==> src/rtl/dma_pkg.sv <==
// ---------------------------------------------------------------------------
// dma_pkg
// Shared definitions for the single-channel DMA engine:
//   - default address / data / counter widths
//   - byte increment applied to src and dest after every word
//   - the controller state encoding
// ---------------------------------------------------------------------------
package dma_pkg;

  localparam int ADDR_W_DEF = 32;
  localparam int DATA_W_DEF = 32;
  localparam int CNT_W_DEF  = 16;

  // One 32-bit word per beat, so both pointers move by four bytes.
  localparam int ADDR_STEP  = 4;

  typedef enum logic [2:0] {
    ST_IDLE    = 3'd0,
    ST_BUS_REQ = 3'd1,
    ST_READ    = 3'd2,
    ST_WRITE   = 3'd3,
    ST_DONE    = 3'd4
  } dma_state_t;

endpackage : dma_pkg

==> src/rtl/dma_controller.sv <==
// ---------------------------------------------------------------------------
// dma_controller
// Single-channel, word-granular DMA engine. Copies transfer_size words from
// src_addr to dest_addr, one read beat followed by one write beat per word,
// after winning the shared bus from the system arbiter.
//
// Ports:
//   clk, reset        rising-edge clock, asynchronous active-high reset
//   dma_request       requester wants a transfer
//   start_transfer    qualifies dma_request; both sampled in IDLE
//   src_addr          source byte address, latched at start
//   dest_addr         destination byte address, latched at start
//   transfer_size     word count, latched at start (0 = no bus activity)
//   dma_ack           high while the controller holds a grant for the request
//   bus_request       bus request to the arbiter
//   bus_grant         arbiter grant
//   transfer_done     one-cycle completion pulse
//   addr_out          memory address (src in READ, dest in WRITE)
//   data_out          write data (word captured during the preceding READ)
//   data_in           read data, captured when a read beat completes
//   mem_read          read strobe
//   mem_write         write strobe
//   mem_ready         beat-complete handshake
// Every output comes straight from a register.
// ---------------------------------------------------------------------------
module dma_controller #(
  parameter int ADDR_W    = dma_pkg::ADDR_W_DEF,
  parameter int DATA_W    = dma_pkg::DATA_W_DEF,
  parameter int CNT_W     = dma_pkg::CNT_W_DEF,
  parameter int ADDR_STEP = dma_pkg::ADDR_STEP
) (
  input  logic              clk,
  input  logic              reset,
  input  logic              dma_request,
  output logic              dma_ack,
  output logic              bus_request,
  input  logic              bus_grant,
  input  logic [ADDR_W-1:0] src_addr,
  input  logic [ADDR_W-1:0] dest_addr,
  input  logic [CNT_W-1:0]  transfer_size,
  input  logic              start_transfer,
  output logic              transfer_done,
  output logic [ADDR_W-1:0] addr_out,
  output logic [DATA_W-1:0] data_out,
  input  logic [DATA_W-1:0] data_in,
  output logic              mem_read,
  output logic              mem_write,
  input  logic              mem_ready
);

  import dma_pkg::*;

  dma_state_t        r_state;
  logic [ADDR_W-1:0] r_src;
  logic [ADDR_W-1:0] r_dest;
  logic [CNT_W-1:0]  r_count;
  logic [DATA_W-1:0] r_data;
  logic [ADDR_W-1:0] r_addrOut;
  logic              r_dmaAck;
  logic              r_busRequest;
  logic              r_transferDone;
  logic              r_memRead;
  logic              r_memWrite;

  dma_state_t        w_nextState;
  logic [ADDR_W-1:0] w_nextSrc;
  logic [ADDR_W-1:0] w_nextDest;
  logic [CNT_W-1:0]  w_nextCount;
  logic [DATA_W-1:0] w_nextData;
  logic [ADDR_W-1:0] w_nextAddrOut;
  logic              w_nextDmaAck;
  logic              w_nextBusRequest;
  logic              w_nextTransferDone;
  logic              w_nextMemRead;
  logic              w_nextMemWrite;

  logic [ADDR_W-1:0] w_srcInc;
  logic [ADDR_W-1:0] w_destInc;
  logic              w_start;
  logic              w_lastWord;

  // Pointer increments wrap naturally at the address width; low bits are
  // carried through untouched so unaligned pointers stay unaligned.
  assign w_srcInc   = r_src  + ADDR_W'(ADDR_STEP);
  assign w_destInc  = r_dest + ADDR_W'(ADDR_STEP);
  assign w_start    = dma_request && start_transfer;
  assign w_lastWord = (r_count == CNT_W'(1));

  // Outputs are driven directly from their registers.
  assign dma_ack       = r_dmaAck;
  assign bus_request   = r_busRequest;
  assign transfer_done = r_transferDone;
  assign addr_out      = r_addrOut;
  assign data_out      = r_data;
  assign mem_read      = r_memRead;
  assign mem_write     = r_memWrite;

  // State and datapath register bank. Reset clears every register, which
  // also abandons any partial transfer without a completion pulse.
  always_ff @(posedge clk or posedge reset) begin
    if (reset) begin
      r_state        <= ST_IDLE;
      r_src          <= '0;
      r_dest         <= '0;
      r_count        <= '0;
      r_data         <= '0;
      r_addrOut      <= '0;
      r_dmaAck       <= 1'b0;
      r_busRequest   <= 1'b0;
      r_transferDone <= 1'b0;
      r_memRead      <= 1'b0;
      r_memWrite     <= 1'b0;
    end else begin
      r_state        <= w_nextState;
      r_src          <= w_nextSrc;
      r_dest         <= w_nextDest;
      r_count        <= w_nextCount;
      r_data         <= w_nextData;
      r_addrOut      <= w_nextAddrOut;
      r_dmaAck       <= w_nextDmaAck;
      r_busRequest   <= w_nextBusRequest;
      r_transferDone <= w_nextTransferDone;
      r_memRead      <= w_nextMemRead;
      r_memWrite     <= w_nextMemWrite;
    end
  end

  // Next-state and next-output logic. Because outputs are registered, each
  // transition also sets up the output values of the state being entered:
  // e.g. the grant edge raises mem_read so the read beat starts the very
  // next cycle. Everything holds by default; the done pulse clears itself.
  always_comb begin
    w_nextState        = r_state;
    w_nextSrc          = r_src;
    w_nextDest         = r_dest;
    w_nextCount        = r_count;
    w_nextData         = r_data;
    w_nextAddrOut      = r_addrOut;
    w_nextDmaAck       = r_dmaAck;
    w_nextBusRequest   = r_busRequest;
    w_nextTransferDone = 1'b0;
    w_nextMemRead      = r_memRead;
    w_nextMemWrite     = r_memWrite;

    unique case (r_state)
      ST_IDLE: begin
        if (w_start) begin
          w_nextSrc   = src_addr;
          w_nextDest  = dest_addr;
          w_nextCount = transfer_size;
          if (transfer_size != '0) begin
            w_nextState      = ST_BUS_REQ;
            w_nextBusRequest = 1'b1;
          end else begin
            // Empty transfer: report completion without touching the bus.
            w_nextState        = ST_DONE;
            w_nextTransferDone = 1'b1;
          end
        end
      end

      ST_BUS_REQ: begin
        w_nextBusRequest = 1'b1;
        if (bus_grant) begin
          w_nextState   = ST_READ;
          w_nextDmaAck  = 1'b1;
          w_nextMemRead = 1'b1;
          w_nextAddrOut = r_src;
        end
      end

      ST_READ: begin
        if (mem_ready && r_memRead) begin
          w_nextState    = ST_WRITE;
          w_nextData     = data_in;
          w_nextMemRead  = 1'b0;
          w_nextMemWrite = 1'b1;
          w_nextAddrOut  = r_dest;
        end
      end

      ST_WRITE: begin
        if (mem_ready && r_memWrite) begin
          w_nextMemWrite = 1'b0;
          w_nextSrc      = w_srcInc;
          w_nextDest     = w_destInc;
          w_nextCount    = r_count - CNT_W'(1);
          if (w_lastWord) begin
            w_nextState        = ST_DONE;
            w_nextTransferDone = 1'b1;
            w_nextBusRequest   = 1'b0;
            w_nextDmaAck       = 1'b0;
          end else if (bus_grant) begin
            // Still granted: go straight into the next read beat.
            w_nextState   = ST_READ;
            w_nextMemRead = 1'b1;
            w_nextAddrOut = w_srcInc;
          end else begin
            // Grant withdrawn between words: keep requesting, drop ack.
            w_nextState  = ST_BUS_REQ;
            w_nextDmaAck = 1'b0;
          end
        end
      end

      ST_DONE: begin
        w_nextState      = ST_IDLE;
        w_nextBusRequest = 1'b0;
        w_nextDmaAck     = 1'b0;
        w_nextMemRead    = 1'b0;
        w_nextMemWrite   = 1'b0;
      end

      default: begin
        w_nextState = ST_IDLE;
      end
    endcase
  end

endmodule : dma_controller

==> config.mk <==
export PLATFORM = sky130hd
export DESIGN_NAME = dma_controller
export DESIGN_NICKNAME = d
export VERILOG_FILES = /design/src/rtl/dma_pkg.sv /design/src/rtl/dma_controller.sv
export SDC_FILE = /design/constraint.sdc
export NUM_CORES = 1
export LEC_CHECK = 0
export BUFFER_PORTS_ARGS = -buffer_cell sky130_fd_sc_hd__buf_2
export CAP_MARGIN = 20
export CELL_PAD_IN_SITES_DETAIL_PLACEMENT = 1
export CELL_PAD_IN_SITES_GLOBAL_PLACEMENT = 2
export CORE_MARGIN = 10
export CORE_UTILIZATION = 35
export CTS_CLUSTER_SIZE = 20
export DETAILED_ROUTE_END_ITERATION = 8
export GPL_TIMING_DRIVEN = 0
export HOLD_SLACK_MARGIN = 0.06
export MAX_ROUTING_LAYER = met4
export PLACE_DENSITY = 0.82
export SKIP_LAST_GASP = 1
export SLEW_MARGIN = 20
export SYNTH_ARGS = -nofsm -noshare
export SYNTH_HDL_FRONTEND = slang
export SYNTH_SLANG_ARGS = --single-unit
export TNS_END_PERCENT = 5
==> constraint.sdc <==
create_clock -name clk -period 12.1 [get_ports clk]
set_clock_uncertainty 0.05 [all_clocks]
set_input_delay 1.21 -clock clk [delete_from_list [all_inputs] [get_ports clk]]
set_output_delay 1.21 -clock clk [all_outputs]
set_load 0.01 [all_outputs]
==> flow_metrics.env <==
export IMPL_die_y_um=179
export IMPL_die_area_um2=32000
export IMPL_crit_path_end_kind="register"
export IMPL_post_route_period_util=0.323
export IMPL_fp_dieW_um=179
export IMPL_fmax_mhz=256
export IMPL_postCtsSetupRepairBufs=0
export IMPL_drv_slew=0
export IMPL_synth_area_um2=8820
export IMPL_setup_violations=0
export IMPL_num_fill_cells=3036
export IMPL_crit_slowest_cell="buf_1"
export IMPL_crit_fanout=10
export IMPL_worst_pin_slew_ns=1.11
export IMPL_start_kind="register"
export IMPL_drc_errors=0
export IMPL_synthFlopType="dfrtp_1"
export IMPL_crit_chain="clkbuf_1 -> buf_2 -> nand3b_1 -> clkbuf_1 -> clkbuf_1 -> buf_1 -> o21ai_0 -> a22oi_1"
export IMPL_insertion_delay_ns=0.44
export IMPL_grt_usage=0.264
export IMPL_drt_iter0_markers=951
export IMPL_fin_cells=1560
export IMPL_grt_max_degree=93
export IMPL_clk_path_buf_depth=2
export IMPL_drt_pre_antenna_iters=9
export IMPL_peakVddDrop_uv=142
export IMPL_async_flop_share=1.00
export IMPL_ctsHtreeMaxLevel=4
export IMPL_whs_ns=0.445
export IMPL_required_ns=12.40
export IMPL_core_um2=25000
export IMPL_synthTopCellsByArea="dfrtp_1 (43%), a21oi_1 (6.1%), o21ai_0 (6.0%)"
export IMPL_ys_seq_elements=152
export IMPL_arrival_ns=4.21
export IMPL_grt_pass1_wl_um=62500
export IMPL_grt_setup_unrepaired="no"
export IMPL_fin_tns_setup_ns=0
export IMPL_syn_num_nets=1134
export IMPL_fin_nets=1339
export IMPL_power_mw=3.14
export IMPL_ant_nets=0
export IMPL_multi_input_area_um2=4590
export IMPL_min_from="r_src[1]"
export IMPL_regArea_um2=3800
export IMPL_crit_family="buffers and inverters"
export IMPL_cts_reportedPaths_clkPinSlew_ns=0.07
export IMPL_cts_buffers_inserted=17
export IMPL_cts_tree="yes"
export IMPL_period_minus_slack_ns=3.91
export IMPL_crit_start="r_state[0]"
export IMPL_ys_warn_count=0
export IMPL_cts_resized=0
export IMPL_drv_cap=0
export IMPL_p_per_area_nw_per_um2=290
export IMPL_yosys_area_top_type="dfrtp_1"
export IMPL_gr_total_overflow=0
export IMPL_status="complete, no violations"
export IMPL_finalHoldViolCount=0
export IMPL_via_per_inst=6.19
export IMPL_holdBufCountCts=0
export IMPL_hold_class="register to register"
export IMPL_clock_sinks=152
export IMPL_rows=58
export IMPL_diodes=0
export IMPL_r2r_start="r_state[0]"
export IMPL_power_leakage_nw=4.51
export IMPL_drive_gt1_frac=0.232
export IMPL_cp_num_buf_inv=5
export IMPL_grt_pass1_vias=10020
export IMPL_wire_per_inst_um=26.7
export IMPL_crit_type="register to register"
export IMPL_dp_hpwl_um=30600
export IMPL_vias=9653
export IMPL_routed_wl_um=41700
export IMPL_ys_seq_area_frac=0.431
export IMPL_initial_core_util=0.353
export IMPL_area_delta_synth_final_pct=22.5
export IMPL_crit_top_cell="clkbuf_1"
export IMPL_gp_congestion=0.972
export IMPL_netlist_instances=1012
export IMPL_synth_edff_count=0
export IMPL_ys_types=62
export IMPL_io_pin_count=187
export IMPL_max_stage_delay_ns=0.85
export IMPL_yosys_area_top_type_share=0.431
export IMPL_io_buffers=185
export IMPL_cts_root_buffer="clkbuf_16"
export IMPL_dpl_cell_count=1528
export IMPL_antenna_found_initial=0
export IMPL_syn_avg_cell_area_um2=8.72
export IMPL_relSlewSlack=0.256
==> cells in the mapped netlist (7+ instances only) <==
master and n:
dfrtp_1 152, a21oi_1 108, o21ai_0 105, nand2_1 80, clkbuf_1 66, nor2_1 58
mux2_2 41, nand3_1 39, nor3_1 37, o22ai_1 26, a31oi_1 25, nand4_1 24
and3_1 21, inv_1 20, nor4_1 18, buf_1 11, o31ai_1 11, o22a_1 9
a22oi_1 8, and4_1 8, buf_2 8, mux2i_1 8, a21o_1 7, a22o_1 7
a2bb2oi_1 7, a41oi_1 7, or3_1 7
==> tightest hold or removal path: stages, from the launching register on <==
cell     delay, ns
dfrtp_1       0.35
nand2_1       0.05
o21ai_0       0.06
==> final timing paths <==
kind	end	slack (ns)	depth (start not counted)
worst max-delay path	r_count[2]	8.19	8
worst min-delay path	r_src[1]	0.45	2
worst max register to register	r_count[2]	8.19	8
worst min register to register	r_src[1]	0.45	2
max in group asynchronous	r_src[4]	10.40	3
min in group asynchronous	data_out[17]	0.74	2
==> where the power goes <==
part | internal, mW | switching [mW]
Combinational | 0.548 | 1.01
Clock | 0.314 | 0.261
Sequential | 0.756 | 0.250
Total | 1.62 | 1.52
==> placed cells by master (no fill, tap or decap), drive strengths merged, types with 19 or more instances in the layout <==
cell type / n
buf: 208
clkbuf: 83
a31oi: 25
o21ai: 105
and3: 21
nand3: 39
inv: 28
o22ai: 26
nand2: 80
nor2: 58
nor3: 37
nand4: 24
nor4: 19
mux2: 45
a21oi: 108
dfrtp: 152
==> layout make-up <==
| class | instances | share of cell area |
|---|---|---|
| multi-input combinational | 752 | 0.424 |
| clock inverter | 15 | 0.0170 |
| clock buffer | 17 | 0.0393 |
| tap | 330 | 0.0382 |
| inverter | 20 | 0.00764 |
| timing repair buffer | 186 | 0.0882 |
| buffer | 88 | 0.0336 |
| sequential | 152 | 0.352 |
==> logic make-up (layout without fill, tap and decap cells) <==
group           after synthesis  count (layout)  share of synthesized area
compound gates              362             362                      0.250
simple gates                333             333                      0.195
buf+inv                     108             326                     0.0496
fa+ha+maj                     4               4                    0.00567
flops                       152             152                      0.431
mux                          53              53                     0.0682
==> per-stage QoR <==
stage          worst slack (ns)   util  instance area [µm²]
2_1_floorplan              6.75      -                 8820
3_3_place_gp               4.49  0.407                10200
3_5_place_dp               8.25  0.409                10200
4_1_cts                    8.43  0.433                10800
5_1_grt                    8.14  0.433                10800
6_report                   8.19  0.433                10800
==> registers in the layout, indices dropped and copies added (netlist names) <==
signal / count
transfer_done: 1
addr_out: 32
dma_ack: 1
r_state: 3
r_dest: 32
mem_write: 1
data_out: 32
r_count: 16
mem_read: 1
bus_request: 1
r_src: 32
==> routing by layer <==
| metal | track usage | part of all wire | vias up |
|---|---|---|---|
| li1 | - | - | 4219 |
| met1 | 0.346 | 0.43 | 4826 |
| met2 | 0.406 | 0.45 | 533 |
| met5 | - | 0 | - |
| met3 | 0.0444 | 0.087 | 75 |
| met4 | 0.0930 | 0.030 | 0 |
(Power assumes the default switching activity.)
